### src/rtl/l2_flush_engine.sv
// L2 flush engine: sweeps one way and writes dirty lines back to pmem.
// Clears each dirty bit after its write-back completes.
module l2_flush_engine #(
  parameter int s_index  = 3,
  parameter int s_offset = 5,
  parameter int s_tag    = 24,
  parameter int width    = 256
) (
  input  logic               clk,
  input  logic               rst_n,
  input  logic               flush_req,
  output logic               busy,
  output logic               flush_done,
  output logic               arr_read,
  output logic [s_index-1:0] arr_rindex,
  input  logic               valid_in,
  input  logic               dirty_in,
  input  logic [s_tag-1:0]   tag_in,
  input  logic [width-1:0]   data_in,
  output logic               dirty_load,
  output logic [s_index-1:0] dirty_windex,
  output logic               dirty_datain,
  output logic               pmem_write,
  output logic [31:0]        pmem_address,
  output logic [width-1:0]   pmem_wdata,
  input  logic               pmem_resp
);

  localparam logic [s_index-1:0] last = '1;

  typedef enum logic [2:0] {
    IDLE, CHECK, WRITE, CLEAR, DONE
  } state_t;

  state_t             state;
  logic [s_index-1:0] idx;
  logic [s_tag-1:0]   tag_q;
  logic [width-1:0]   data_q;

  assign arr_rindex   = idx;
  assign dirty_windex = idx;
  assign dirty_datain = 1'b0;
  assign pmem_address = {tag_q, idx, {s_offset{1'b0}}};
  assign pmem_wdata   = data_q;

  // Strobes are registered alongside the state so no input reaches an output.
  always_ff @(posedge clk or negedge rst_n) begin
    if (!rst_n) begin
      state      <= IDLE;
      idx        <= '0;
      tag_q      <= '0;
      data_q     <= '0;
      busy       <= 1'b0;
      flush_done <= 1'b0;
      arr_read   <= 1'b0;
      dirty_load <= 1'b0;
      pmem_write <= 1'b0;
    end else begin
      unique case (state)
        IDLE: begin
          if (flush_req) begin
            state    <= CHECK;
            idx      <= '0;
            busy     <= 1'b1;
            arr_read <= 1'b1;
          end
        end
        CHECK: begin
          if (valid_in && dirty_in) begin
            state      <= WRITE;
            tag_q      <= tag_in;
            data_q     <= data_in;
            arr_read   <= 1'b0;
            pmem_write <= 1'b1;
          end else if (idx == last) begin
            state      <= DONE;
            arr_read   <= 1'b0;
            flush_done <= 1'b1;
          end else begin
            idx <= idx + s_index'(1);
          end
        end
        WRITE: begin
          if (pmem_resp) begin
            state      <= CLEAR;
            pmem_write <= 1'b0;
            dirty_load <= 1'b1;
          end
        end
        CLEAR: begin
          dirty_load <= 1'b0;
          if (idx == last) begin
            state      <= DONE;
            flush_done <= 1'b1;
          end else begin
            state    <= CHECK;
            idx      <= idx + s_index'(1);
            arr_read <= 1'b1;
          end
        end
        DONE: begin
          state      <= IDLE;
          flush_done <= 1'b0;
          busy       <= 1'b0;
        end
        default: begin
          state      <= IDLE;
          busy       <= 1'b0;
          flush_done <= 1'b0;
          arr_read   <= 1'b0;
          dirty_load <= 1'b0;
          pmem_write <= 1'b0;
        end
      endcase
    end
  end

endmodule

### config.mk
export PLATFORM = sky130hd
export DESIGN_NAME = l2_flush_engine
export DESIGN_NICKNAME = d
export VERILOG_FILES = /design/src/rtl/l2_flush_engine.sv
export SDC_FILE = /design/constraint.sdc
export NUM_CORES = 1
export LEC_CHECK = 0
export BUFFER_PORTS_ARGS = -buffer_cell sky130_fd_sc_hd__buf_2
export CORE_AREA = 2 2 229 231
export CTS_BUF_LIST = sky130_fd_sc_hd__clkbuf_8
export DETAILED_ROUTE_END_ITERATION = 8
export DIE_AREA = 0 0 231 233
export GPL_TIMING_DRIVEN = 0
export HOLD_SLACK_MARGIN = 0.06
export MAX_ROUTING_LAYER = met4
export PLACE_DENSITY = 0.48
export SLEW_MARGIN = 15
export SYNTH_ARGS = -nofsm -noshare
export SYNTH_HDL_FRONTEND = slang
export SYNTH_SLANG_ARGS = --single-unit
### constraint.sdc
create_clock -name clk -period 2.93 [get_ports clk]
set_input_delay 0.586 -clock clk [delete_from_list [all_inputs] [get_ports clk]]
set_output_delay 0.586 -clock clk [all_outputs]
set_load 0.02 [all_outputs]
==> key figures, run 1 <==
Run status
  • Outcome: complete, no violations

Global routing
  • GRT overflow: 0
  • Global routing's busiest layer: met2
  • GR Util met1: 13.22%
  • Largest net degree at the start of global routing: 101
  • First-pass GRT wire length: 49.68 mm
  • Initial antenna violation count: 3
  • GRT Resource Usage Total: between 10% and 20%
  • Vias in the first global route: 8455
  • GRT met2 Usage: 21.83%
  • M3 GR Usage: 3.983%

Synthesis
  • Seq/Total Area, Yosys: 65.42%
  • Synth Area per Inst: 16.69 um2
  • Post-Syn Area: 11130 um2
  • Seq cells post-synth: 291
  • Synth top area cells: dfrtp_1 65%, mux2_2 24%, mux2_1 4.2%
  • Synth Instances: 667
  • Post-synth EDFFs: 0
  • Top FF cell, synth: dfrtp_1
  • Asr flop ratio synth: 100.0%
  • Synthesis Warnings: 0
  • Distinct cells, synth: 28
  • Top cell type's share of synthesized area: 65.42%
  • Synth area leader: dfrtp_1

Final layout
  • # fillers: 5281
  • Layout Nets: 1595
  • Post-route insts no fill: around 2000
  • Commonest non-fill, non-tap cell in the layout: buf_2
  • Most frequent cells in the layout: 586 x buf_2, 291 x dfrtp_1, 239 x mux2_2
  • Area grow syn2layout: 43.32%
  • Share of cells above drive strength 1: 69.65%

Clock network
  • Setup bufs post-CTS: 0
  • Clock root buffer: clkbuf_8
  • Hold buffer count at cts: 1
  • Clock buffer depth: 3
  • CTS tree: built
  • CTS Buf Count: just over 50
  • Latest clock arrival within the worst-skew pair: 0.60 ns
  • Sink Count: 291
  • H-tree level count: 2
  • Post-cts sizing count: 0
  • Clk slew on worst S/H paths: 0.07 ns

Die
  • Die ar.: around 54000 um2
  • Die Ht: 233 um
  • Rows: 83
  • I/O Pins: around 600
  • Chip Width: 231 um
  • Starting Density: a little over a fifth
  • Core Box Area: 51090 um2

Power
  • P_leak: 7.842 nW
  • Clk pwr share: 19.1%
  • Combinational power share: 43.7%
  • Pint: approximately 0.011 W
  • Switch share: 39.64%
  • Total Power: 0.01887 W
  • Seq pwr share: 37.2%
  • Total power divided by cell area: about 1200 nW/um2
  • VDD IR max: 0.5708 mV
  • Psw: 0.007480 W

Critical path
  • Crit path buf inv count: 2
  • CP Launch Point: state[1]
  • Startpoint Class: register
  • R2R depth: 5
  • Setup CP Type: register to register
  • Setup crit end kind: register
  • Slowest cell delay on critical path: 0.40 ns
  • CP max FO: 10
  • Worst path depth: 5
  • CP top delay family: simple AND/OR/NAND/NOR gates
  • Worst flop-to-flop path startpoint: state[1]
  • Worst-path cell chain: nand3b_2, nor2_4, buf_6, buf_6, mux2_1
  • Worst path arrival time: approximately 2.5 ns
  • Slowest library cell on the worst path: nor2_4
  • Most frequent CP cell: buf_6
  • Required @ worst endpoint: 3.40 ns

Drt
  • Routed vias/inst: about 3.9
  • Wire length per cell: around 17 um
  • Drt pass-1 iters: 4
  • Via count: 7844
  • Post-route ant nets: 0
  • Routed WL: 33.92 mm
  • DR DRC count: 0
  • Initial DRC count: 185

STA
  • Worst slew margin: 49.73%
  • RSZ-0062 raised after global routing: false
  • Final setup margin: 0.9211 ns
  • TNS Setup: 0 ns
  • Final max-slew violation count: 0
  • Fmax: 497.8 MHz
  • WHS: just over 0.2 ns
  • Final setup fails: 0
  • Final period utilization: 68.56%
  • Least-Margin Pin Slew: 0.7541 ns
  • Hold violation total from the final report: 0
  • Clk_skew: 0.01797 ns
  • Fin crit period: 2.009 ns

Min path
  • Hold Crit Class: primary input to register
  • WHS Path Cells: 2
  • Critical hold path startpoint: data_in[227]

Placed design
  • Final Wtd Congestion: 0.7861
  • Post-DP HPWL: 26.23 mm
  • Port bufs: a little under 600
  • DP Cell Count: about 1900
  • Dpl ws: 0.7205 ns

Run
  • Number of max-cap violations: 0
worst reg2reg max path: stages (launching register included):
cell and delay (ns):
dfrtp_1 0.38, nand3b_2 0.28, nor2_4 0.40, buf_6 0.26, buf_6 0.21, mux2_1 0.34
layout make-up:
cell class,count,area [um2],area share (%)
flip-flops and latches,291,7282,45.64
diodes,2,5.005,0.03137
well taps,680,850.8,5.333
multi-input cells,335,3472,21.76
repair buffers,582,2973,18.63
clock inverters,24,107.6,0.6745
clock buffers,63,867.1,5.435
plain buffers,45,392.9,2.463
inverters,1,3.754,0.02353
power by group through the flow:
stage / combinational, W / sequential, W / clock, W
after floorplan: 0.00258 / 0.00961 / 0
after detailed placement: 0.00841 / 0.00709 / 0
after CTS: 0.00842 / 0.00705 / 0.00379
final: 0.00825 / 0.00702 / 0.00360
after global routing: 0.00877 / 0.00731 / 0.00397
after global placement: 0.00835 / 0.00703 / 0
cells by family (layout without fill, tap and decap cells):
family,after synthesis,count (layout),share of synthesized area (%)
AO/OA/AOI/OAI,16,16,0.9218
adder cells (fa/ha/maj),2,2,0.2248
buffers and inverters,46,715,3.563
flip-flops,291,291,65.42
multiplexers,282,282,28.52
other,1,8,0.03369
AND/OR/NAND/NOR,29,29,1.326
final timing paths:
path / end / slack, ns
setup / recovery: pmem_wdata[61] / 0.92
hold / removal: pmem_wdata[227] / 0.20
setup reg to reg: pmem_wdata[61] / 0.92
hold reg to reg: pmem_wdata[44] / 0.48
max in group asynchronous: pmem_wdata[23] / 1.30
min in group asynchronous: pmem_wdata[176] / 0.63
stage by stage:
step / cell area (um2) / util (%)
after CTS: 15950 / 31.22
after global routing: 15950 / 31.22
final: 15950 / 31.22
after global placement: 14900 / 29.16
after floorplan: 11150 / -
after detailed placement: 14960 / 29.29
state kept, by name, indices dropped and copies added (netlist names):
signal      cells
flush_done      1
arr_rindex      3
busy            1
arr_read        1
dirty_load      1
pmem_write      1
state           3
tag_q          24
pmem_wdata    256
synthesized netlist by cell type (2+ instances only):
cell and count:
dfrtp_1 291, mux2_2 239, mux2_1 42, buf_6 22, buf_4 13, nor2_1 10
buf_2 8, nand2_1 6, o21ai_0 6, nand3_1 4, a21oi_1 3, nand2b_1 3
a32oi_1 2, clkbuf_1 2, ha_1 2, nor2b_1 2
routing by layer:
layer / routed length [um] / up-vias
met3: 2721 / 64
met2: 17710 / 312
met4: 884 / 0
li1: - / 3627
met1: 12610 / 3841
met5: 0 / -
Note: power is estimated with default switching activity, not from simulation.
==> run 2, diff against run 1 <==
--- a/config.mk
+++ b/config.mk
@@ -13,7 +13,7 @@
 export GPL_TIMING_DRIVEN = 0
 export HOLD_SLACK_MARGIN = 0.06
 export MAX_ROUTING_LAYER = met4
-export PLACE_DENSITY = 0.48
+export PLACE_DENSITY = 0.5
 export SLEW_MARGIN = 15
 export SYNTH_ARGS = -nofsm -noshare
 export SYNTH_HDL_FRONTEND = slang
==> constraint.sdc (replaced) <==
create_clock -name clk -period 1.8 [get_ports clk]
set_input_delay 0.36 -clock clk [delete_from_list [all_inputs] [get_ports clk]]
set_output_delay 0.36 -clock clk [all_outputs]
set_load 0.02 [all_outputs]
==> run 2 against run 1 <==
Net effect:
- largest power group unchanged
- total power rose by 69%
- design area rose by 19%
- critical path depth rose by 2
- maximum frequency rose by 19%
- highest routed layer unchanged
- clock-buffer cell count did not move
- first-iteration DRC count rose by 28%
- clock skew fell by 0.0043 ns
==> key figures, run 2 (synthesis gave the netlist of run 1 again) <==
Power
  • VDD IR max: 1.130 mV (+98%)
  • Seq pwr share: 36.2% (-1.0 points)
  • P_leak: 9.098 nW (+16%)
  • Switch share: 38.90% (-0.73 points)
  • Clk pwr share: 19.8% (+0.7 points)
  • Total power divided by cell area: 1680 nW/um2 (+42%)
  • Combinational power share: 44.0% (+0.3 points)
  • Pint: 0.01947 W (+71%)
  • Psw: 0.01240 W (+66%)

Die
  • Die ar.: 53820 um2 (unchanged)
  • Die Ht: 233 um (unchanged)
  • Core Box Area: 51090 um2 (unchanged)
  • Chip Width: 231 um (unchanged)
  • I/O Pins: 586 (unchanged)
  • Rows: 83 (unchanged)
  • Starting Density: 21.79% (unchanged)

Drt
  • Post-route ant nets: 0 (unchanged)
  • Routed vias/inst: 3.912 (+0.89%)
  • Via count: 9029 (+15%)
  • Wire length per cell: 15.45 um (-7.9%)
  • Initial DRC count: 236 (+28%)
  • Routed WL: 35.66 mm (+5.1%)
  • Drt pass-1 iters: 5 (+1)
  • DR DRC count: 0 (unchanged)

STA
  • Fmax: 593.4 MHz (+19%)
  • Hold violation total from the final report: 0 (unchanged)
  • Final max-slew violation count: 0 (unchanged)
  • Final setup margin: 0.1147 ns (-0.8064 ns)
  • Clk_skew: 0.01365 ns (-0.004323 ns)
  • Final period utilization: 93.63% (+25 points)
  • Least-Margin Pin Slew: 0.5277 ns (-0.2263 ns)
  • TNS Setup: 0 ns (unchanged)
  • Fin crit period: 1.685 ns (-0.3236 ns)
  • RSZ-0062 raised after global routing: false
  • Worst slew margin: 64.82% (+15 points)
  • Final setup fails: 0 (unchanged)

Final layout
  • Reg area: 7286 um2 (about the same)
  • # fillers: 4995 (-5.4%)
  • Commonest non-fill, non-tap cell in the layout: buf_2
  • Share of cells above drive strength 1: 58.27% (-11 points)
  • Layout Nets: 1879 (+18%)
  • Area of the multi-input gates: 3493 um2 (+0.61%)
  • Fin util: 37.13% (+5.9 points)
  • Max reg flops: 256 (unchanged)
  • Area grow syn2layout: 70.42%
  • Most frequent cells in the layout: 586 x buf_2, 288 x dfrtp_1, 282 x dlygate4sd3_1
  • Design area: 18970 um2 (+19%)

Global routing
  • First-pass GRT wire length: 53.50 mm (+7.7%)
  • GRT overflow: 0 (unchanged)
  • Initial antenna violation count: 1 (-2)
  • Vias in the first global route: 9873 (+17%)
  • Largest net degree at the start of global routing: 95 (-5.9%)
  • GRT Resource Usage Total: 13.00% (+0.54 points)

Min path
  • Hold Crit Class: primary input to register
  • Critical hold path startpoint: valid_in
  • WHS Path Cells: 4 (+2)

Placed design
  • Final Wtd Congestion: 0.7655 (-2.6%)
  • Post-DP HPWL: 25.35 mm (-3.3%)
  • Area after DPL: 14990 um2 (+0.18%)
  • Dpl ws: -0.2376 ns (-0.9581 ns)
  • Port bufs: 579 (unchanged)

Critical path
  • R2R depth: 7 (+2)
  • Startpoint Class: register
  • CP Launch Point: state[2]
  • Setup crit end kind: register
  • Worst path arrival time: 2.15 ns (-0.33 ns)
  • Worst flop-to-flop path startpoint: state[2]
  • CP max FO: 10 (unchanged)
  • Setup CP Type: register to register
  • Required @ worst endpoint: 2.27 ns (-1.13 ns)

Run
  • Number of max-cap violations: 0 (unchanged)

Clock network
  • H-tree level count: 2 (unchanged)
  • Latest clock arrival within the worst-skew pair: 0.60 ns (about the same)
  • Sink Count: 291 (unchanged)
  • CTS Buf Count: 51 (unchanged)
  • Clock buffer depth: 3 (unchanged)
  • Clk slew on worst S/H paths: 0.06 ns (about the same)
  • Clock root buffer: clkbuf_8
  • CTS tree: built

Run status
  • Outcome: complete, no violations
run 2: cell count changes in the layout (fill, tap and decap cells not counted), sizes merged:
cell         previous run  this run
bufinv                  0         3
diode                   2         1
buf                   624       627
clkinvlp                4         3
dlygate4sd3             1       282
clkinv                  2         4
inv                    19        17
run 2: metrics by stage:
step	instances	total power [W]	hold WS, ns
floorplan	672	0.01984	0.06441
global route	2308	0.03372	0.1120
global placement	1931	0.02495	0.4629
detailed placement	1934	0.02515	0.3059
CTS	2307	0.03226	0.06240
finish	2308	0.03187	0.1356
run 2: final timing paths:
path	slack, ns	end
setup reg to reg	0.11	pmem_wdata[107]
hold / removal	0.14	state[2]
setup / recovery	0.11	pmem_wdata[107]
hold reg to reg	0.48	pmem_wdata[66]
max in group asynchronous	0.29	pmem_wdata[99]
min in group asynchronous	0.28	pmem_wdata[243]
run 2: final cells by class:
cell class | count | share of cell area, %
multi-input cells | 335 | 18.41
clock inverters | 26 | 1.016
repair buffers | 866 | 30.79
inverters | 1 | 0.01979
clock buffers | 63 | 4.571
plain buffers | 45 | 2.289
well taps | 680 | 4.485
diodes | 1 | 0.01319
flip-flops and latches | 291 | 38.41
run 2: power groups by stage:
stage	registers [W]	clock network (W)	logic (W)
2_1_floorplan	0.0156	0	0.00420
3_3_place_gp	0.0115	0	0.0135
3_5_place_dp	0.0116	0	0.0136
4_1_cts	0.0115	0.00660	0.0141
5_1_grt	0.0120	0.00689	0.0149
6_report	0.0115	0.00631	0.0140
run 2: timing repair:
| item | 4_1_cts | 5_1_grt |
|---|---|---|
| setup buffers | 2 | 0 |
| gates resized for setup | 8 | 10 |
| endpoints found under the setup margin | 280 | 241 |
| cloned | 0 | 0 |
| pin swaps | 1 | 1 |
| endpoints found under the hold margin | 397 | 0 |
| hold buffers | 282 | 0 |
run 2: layer usage:
metal	GRT usage [%]	routed length [um]	vias up
met5	-	0	-
met4	5.343	1160	0
met3	3.248	2240	76
met2	22.78	18560	368
met1	14.02	13700	4389
li1	-	-	4196
run 2: critical path, stage by stage (launching register included):
cell,delay (ns)
dfrtp_1,0.38
inv_1,0.10
nand2_2,0.09
nor2_4,0.15
buf_12,0.14
buf_12,0.16
buf_6,0.17
mux2_2,0.35
